**config.mk**
```make
export PLATFORM = sky130hd
export DESIGN_NAME = pc_stack_unit
export DESIGN_NICKNAME = d
export VERILOG_FILES = /design/src/rtl/pc_stack_unit.sv
export SDC_FILE = /design/constraint.sdc
export NUM_CORES = 1
export LEC_CHECK = 0
export BUFFER_PORTS_ARGS = -buffer_cell sky130_fd_sc_hd__clkbuf_2
export CORE_MARGIN = 2
export CORE_UTILIZATION = 50
export CTS_BUF_LIST = sky130_fd_sc_hd__clkbuf_8
export CTS_CLUSTER_SIZE = 24
export DETAILED_ROUTE_END_ITERATION = 6
export PLACE_DENSITY_LB_ADDON = 0.12
export SLEW_MARGIN = 20
export SYNTH_ARGS = -nofsm -noshare
export SYNTH_HDL_FRONTEND = slang
export SYNTH_SLANG_ARGS = --single-unit
```
**constraint.sdc**
```tcl
create_clock -name clk -period 3.15 [get_ports clk]
set_clock_uncertainty 0.2 [all_clocks]
set_input_delay 0.63 -clock clk [delete_from_list [all_inputs] [get_ports clk]]
set_output_delay 0.63 -clock clk [all_outputs]
set_load 0.005 [all_outputs]
```
**src/rtl/pc_stack_unit.sv**
```systemverilog
// pc_stack_unit
//   Program counter with edge- or level-qualified stepping, absolute jump,
//   signed relative branch and a hardware call/return stack.
//   Exactly one action per cycle: jump > call > ret > branch > incr.
//
// Parameters
//   SIZE      PC width; all PC arithmetic wraps modulo 2^SIZE
//   DEPTH     call-stack entries (>= 1)
//   STEP      increment applied on a qualified incr and to the return address
//   RESET_VEC PC value after reset
//   EDGE_MODE 1: incr acts on its rising edge, 0: on every high cycle
//
// Ports
//   clk, reset_n          clock, asynchronous active-low reset
//   incr                  step request
//   jump, branch          absolute load / relative branch strobes
//   call, ret             push-and-jump / pop strobes
//   target                address for jump and call
//   offset                two's-complement offset for branch
//   err_clr               clears the sticky error flags
//   pc                    registered program counter
//   sp                    occupied stack entries
//   full, empty           decoded from registered sp
//   err_ovf, err_unf      sticky: call while full / ret while empty
module pc_stack_unit #(
    parameter int SIZE      = 8,
    parameter int DEPTH     = 4,
    parameter int STEP      = 1,
    parameter int RESET_VEC = 0,
    parameter int EDGE_MODE = 1,
    localparam int SPW      = $clog2(DEPTH + 1)
) (
    input  logic            clk,
    input  logic            reset_n,
    input  logic            incr,
    input  logic            jump,
    input  logic            branch,
    input  logic            call,
    input  logic            ret,
    input  logic [SIZE-1:0] target,
    input  logic [SIZE-1:0] offset,
    input  logic            err_clr,
    output logic [SIZE-1:0] pc,
    output logic [SPW-1:0]  sp,
    output logic            full,
    output logic            empty,
    output logic            err_ovf,
    output logic            err_unf
);

    localparam int IDXW = (DEPTH > 1) ? $clog2(DEPTH) : 1;
    localparam logic [SIZE-1:0] STEP_V  = SIZE'(STEP);
    localparam logic [SIZE-1:0] RESET_V = SIZE'(RESET_VEC);
    localparam logic [SPW-1:0]  DEPTH_V = SPW'(DEPTH);
    localparam logic [SPW-1:0]  ONE_SP  = SPW'(1);

    typedef enum logic [2:0] {
        CMD_NONE,
        CMD_JUMP,
        CMD_CALL,
        CMD_RET,
        CMD_BRANCH,
        CMD_INCR
    } cmd_t;

    logic [SIZE-1:0] stack [DEPTH];

    logic            incr_d;
    logic            incr_q;
    cmd_t            cmd;

    logic [SIZE-1:0] pc_nxt;
    logic [SPW-1:0]  sp_nxt;
    logic [SPW-1:0]  sp_dec;
    logic [IDXW-1:0] push_idx;
    logic [IDXW-1:0] pop_idx;
    logic            push_en;
    logic            ovf_set;
    logic            unf_set;

    assign full  = (sp == DEPTH_V);
    assign empty = (sp == '0);

    assign incr_q = (EDGE_MODE != 0) ? (incr & ~incr_d) : incr;

    // Only meaningful when the index is in range (push while !full,
    // pop while !empty); slicing keeps the index width matched to the array.
    assign sp_dec   = sp - ONE_SP;
    assign push_idx = sp[IDXW-1:0];
    assign pop_idx  = sp_dec[IDXW-1:0];

    // Priority decode: lower-priority requests are simply dropped.
    always_comb begin
        cmd = CMD_NONE;
        if (jump)        cmd = CMD_JUMP;
        else if (call)   cmd = CMD_CALL;
        else if (ret)    cmd = CMD_RET;
        else if (branch) cmd = CMD_BRANCH;
        else if (incr_q) cmd = CMD_INCR;
    end

    always_comb begin
        pc_nxt  = pc;
        sp_nxt  = sp;
        push_en = 1'b0;
        ovf_set = 1'b0;
        unf_set = 1'b0;
        unique case (cmd)
            CMD_JUMP: pc_nxt = target;
            CMD_CALL: begin
                if (!full) begin
                    push_en = 1'b1;
                    sp_nxt  = sp + ONE_SP;
                    pc_nxt  = target;
                end else begin
                    ovf_set = 1'b1;
                end
            end
            CMD_RET: begin
                if (!empty) begin
                    pc_nxt = stack[pop_idx];
                    sp_nxt = sp_dec;
                end else begin
                    unf_set = 1'b1;
                end
            end
            // Modulo-2^SIZE addition equals adding the sign-extended offset.
            CMD_BRANCH: pc_nxt = pc + offset;
            CMD_INCR:   pc_nxt = pc + STEP_V;
            default:    pc_nxt = pc;
        endcase
    end

    always_ff @(posedge clk or negedge reset_n) begin
        if (!reset_n) begin
            pc      <= RESET_V;
            sp      <= '0;
            incr_d  <= 1'b0;
            err_ovf <= 1'b0;
            err_unf <= 1'b0;
        end else begin
            pc      <= pc_nxt;
            sp      <= sp_nxt;
            incr_d  <= incr;
            // A new error in the same cycle as err_clr wins.
            err_ovf <= ovf_set | (err_ovf & ~err_clr);
            err_unf <= unf_set | (err_unf & ~err_clr);
        end
    end

    // Stack storage has no reset; sp alone defines which entries are live.
    always_ff @(posedge clk) begin
        if (reset_n && push_en) begin
            stack[push_idx] <= pc + STEP_V;
        end
    end

endmodule

```
==> qor.csv <==
stage;metric;value;unit
routing;Routed WL;5240;um
yosys;Unique masters post-synth;49;
placement;Cell Area, Placed;2840;um^2
critical_path;Crit Path Class;flop to flop;
floorplanning;Die Area;5740;um^2
clock_network;clock buffer depth;2;
critical_path;CP Capture Type;flop;
global_routing;initial antenna violation count;0;
layout;Final Net Count;283;
timing;Tmin final;2310;ps
yosys;sequential fraction of the synthesis area;50.9;%
layout;FF/Latch Area;1310;um^2
routing;max layer used;met4;
outcome;status;completed;
worst_hold_path;Worst Hold Class;input port to async pin;
floorplanning;Initial Util;51.1;%
layout;Synth-to-Final Area Change;13.4;%
yosys;Yosys warning count;0;
timing;Sum Neg Setup Slack;0;ps
timing;Hold Violations, Final;0;
floorplanning;Die X;75.8;um
job;Max Cap Viol;0;
timing;setup violators final;0;
clock_network;setup bufs post-CTS;0;
timing;Tcrit/Tclk final;73.5;%
timing;Max Freq;432;MHz
global_routing;grt total ovfl;0;
clock_network;Clock Latency Late Sink;290;ps
clock_network;clock-pin slew on the worst setup and hold paths;90;ps
critical_path;Crit path arrival time;2290;ps
placement;Routability Congestion;0.790;
yosys;register bit count reported by yosys;46;
routing;number of remaining DRC errors;0;
yosys;Mapped Area;2580;um^2
clock_network;Hold-fix buffers, CTS;0;
layout;share of layout cells above drive strength 1;23.2;%
layout;multi-input logic area;1180;um^2
floorplanning;IO Pins;39;
clock_network;post-CTS resize count;0;
routing;DRT iter0 DRCs;96;
global_routing;vias in the first global route;1594;
critical_path;Worst Setup Start Kind;flop;
floorplanning;Die Ht;75.8;um
yosys;syn_nets;241;
routing;routed vias/inst;5.53;
timing;max_slew headroom;56.8;%
layout;# fillers;430;
routing;Met1 Wirelength;2400;um
global_routing;largest net degree at the start of global routing;15;
global_routing;global-route wire length before repair;7960;um
routing;Final ANT Viol Nets;0;
placement;placed insts;308;
clock_network;CTS Buf Count;5;
routing;average wire per standard cell;16.6;um
floorplanning;row cnt;26;
routing;met2 routed WL;2510;um
routing;DRT Pass-1 Iters;4;
timing;worst-margin pin slew;643;ps
layout;Layout Cells excl Fill;316;
placement;# port buffers;38;
layout;fin util;58.0;%
power;Pwr Density;662;nW/um^2
clock_network;Root Buffer;clkbuf_8;
yosys;Post-Syn Area per Cell;12.7;um^2
yosys;Post-Syn Instances;203;
timing;Max Transition Viols Final;0;
routing;vias post-DR;1748;
clock_network;CTS tree;built;
timing;RSZ-0062 raised after global routing;no;
power;Worst VDD drop;0.317;mV
clock_network;Clock Sinks;46;
power;Leak Pwr;1.20;nW
routing;WL met3;256;um
critical_path;crit path max fanout;9;
global_routing;Tot GR Track Use;19.3;%
clock_network;CTS H-tree lvls;2;
layout;design area;2920;um^2
layout;Inserted Diodes;0;
critical_path;Worst EP required;3120;ps
floorplanning;core footprint;5040;um^2
placement;DP Wirelength;3890;um
==> path summary, 6_finish.rpt <==
path | from | endpoint | slack (ps) | depth (start not counted)
setup / recovery | sp[1] | pc[5] | 840 | 6
setup reg to reg | sp[1] | pc[5] | 840 | 6
min in group clk | incr | incr_d | 250 | 1
hold reg to reg | err_ovf | err_ovf | 340 | 2
max in group asynchronous | reset_n | pc[5] | 2460 | 2
hold / removal | reset_n | pc[4] | 100 | 2
==> cell type report <==
class,count,area share [%]
timing repair buffer,41,7.28
clock inverter,3,0.599
clock buffer,5,2.35
multi-input combinational,139,40.4
inverter,12,1.54
tap,70,3.00
sequential,46,44.9
==> critical path, stage by stage, from the launching register on <==
cell	delay [ps]
dfrtp_1	410
inv_1	100
ha_1	510
mux4_2	350
a211o_1	300
a221oi_1	240
nor2_1	80
==> layout by cell type (no fill, tap or decap), types with 2 or more instances in the layout <==
master and n:
nor2_1 14, nand2_1 12, inv_1 13, a21o_1 2, a31oi_1 3, a221oi_1 4, nor2b_1 4, buf_4 3
ha_1 13, o21ai_1 2, dfrtp_1 14, o32ai_1 4, mux4_2 2, a22o_1 3, and2_1 4, nor3_1 2
o21a_1 2, a211oi_1 3, clkbuf_8 5, o22ai_1 2, xnor2_1 9, nand3_1 3, edfxtp_1 32, a22oi_1 2
xor2_1 4, o21ai_0 5, nand3b_1 2, a21oi_1 6, and3_1 2, a222oi_1 2, clkbuf_2 38, mux4_1 6
nand2b_1 4, mux2i_1 3
==> registers in the layout, summed over array words and instances, names as in the netlist <==
| name | count |
|---|---|
| pc | 8 |
| sp | 3 |
| stack | 32 |
| err_ovf | 1 |
| err_unf | 1 |
| incr_d | 1 |
==> cells in the mapped netlist, drive strengths merged <==
cell,number,area [um^2]
a22o,3,26.3
a22oi,2,15.0
edfxtp,32,961
nor2,14,52.6
mux2i,3,30.0
xor2,4,35.0
o21a,2,15.0
xnor2,9,78.8
o31ai,2,20.0
o22ai,2,12.5
o21ai,7,35.0
nor3b,1,12.5
a21o,3,30.0
ha,13,163
a21oi,8,55.1
nand3b,2,15.0
and3,2,12.5
a211oi,3,22.5
a31oi,3,18.8
buf,6,41.3
or3b,1,8.76
fa,1,20.0
a211o,1,8.76
nor2b,4,25.0
nand2,12,45.0
a222oi,2,20.0
nor3,3,26.3
nand3,3,15.0
or4,1,7.51
a21boi,1,7.51
o32ai,4,35.0
o221ai,1,8.76
inv,12,45.0
o31a,1,8.76
and2,4,25.0
dfrtp,14,350
nand2b,4,25.0
a221oi,4,35.0
mux4,8,203
or2,1,6.26
==> per-stage QoR <==
step / hold slack, ps / power, mW / setup slack (ps)
final: 95.8 / 1.93 / 836
after global routing: 106 / 2.06 / 660
after detailed placement: 327 / 1.60 / 703
after global placement: 320 / 1.60 / 784
after CTS: 94.0 / 1.96 / 850
after floorplan: 134 / 1.38 / 739
==> metal layers <==
layer  vias up  GRT usage, %
met5         -             0
met4         0          5.46
met3         7          3.70
met2        45          31.2
met1       836          26.6
li1        860             -
==> kinds of logic after synthesis <==
kind of cell / synth area share [%]
muxes: 9.03
xor gates and xnor gates: 4.42
buffers and inverters: 3.35
AOI/OAI and AO/OA: 14.5
DFF: 50.9
adders and majority gates: 7.09
and+or+nand+nor: 10.7
==> where the power goes <==
| group | internal (mW) | switching [mW] |
|---|---|---|
| combinational | 0.358 | 0.398 |
| clock | 0.154 | 0.197 |
| sequential | 0.758 | 0.0698 |
| total | 1.27 | 0.665 |
(Power assumes the default switching activity.)
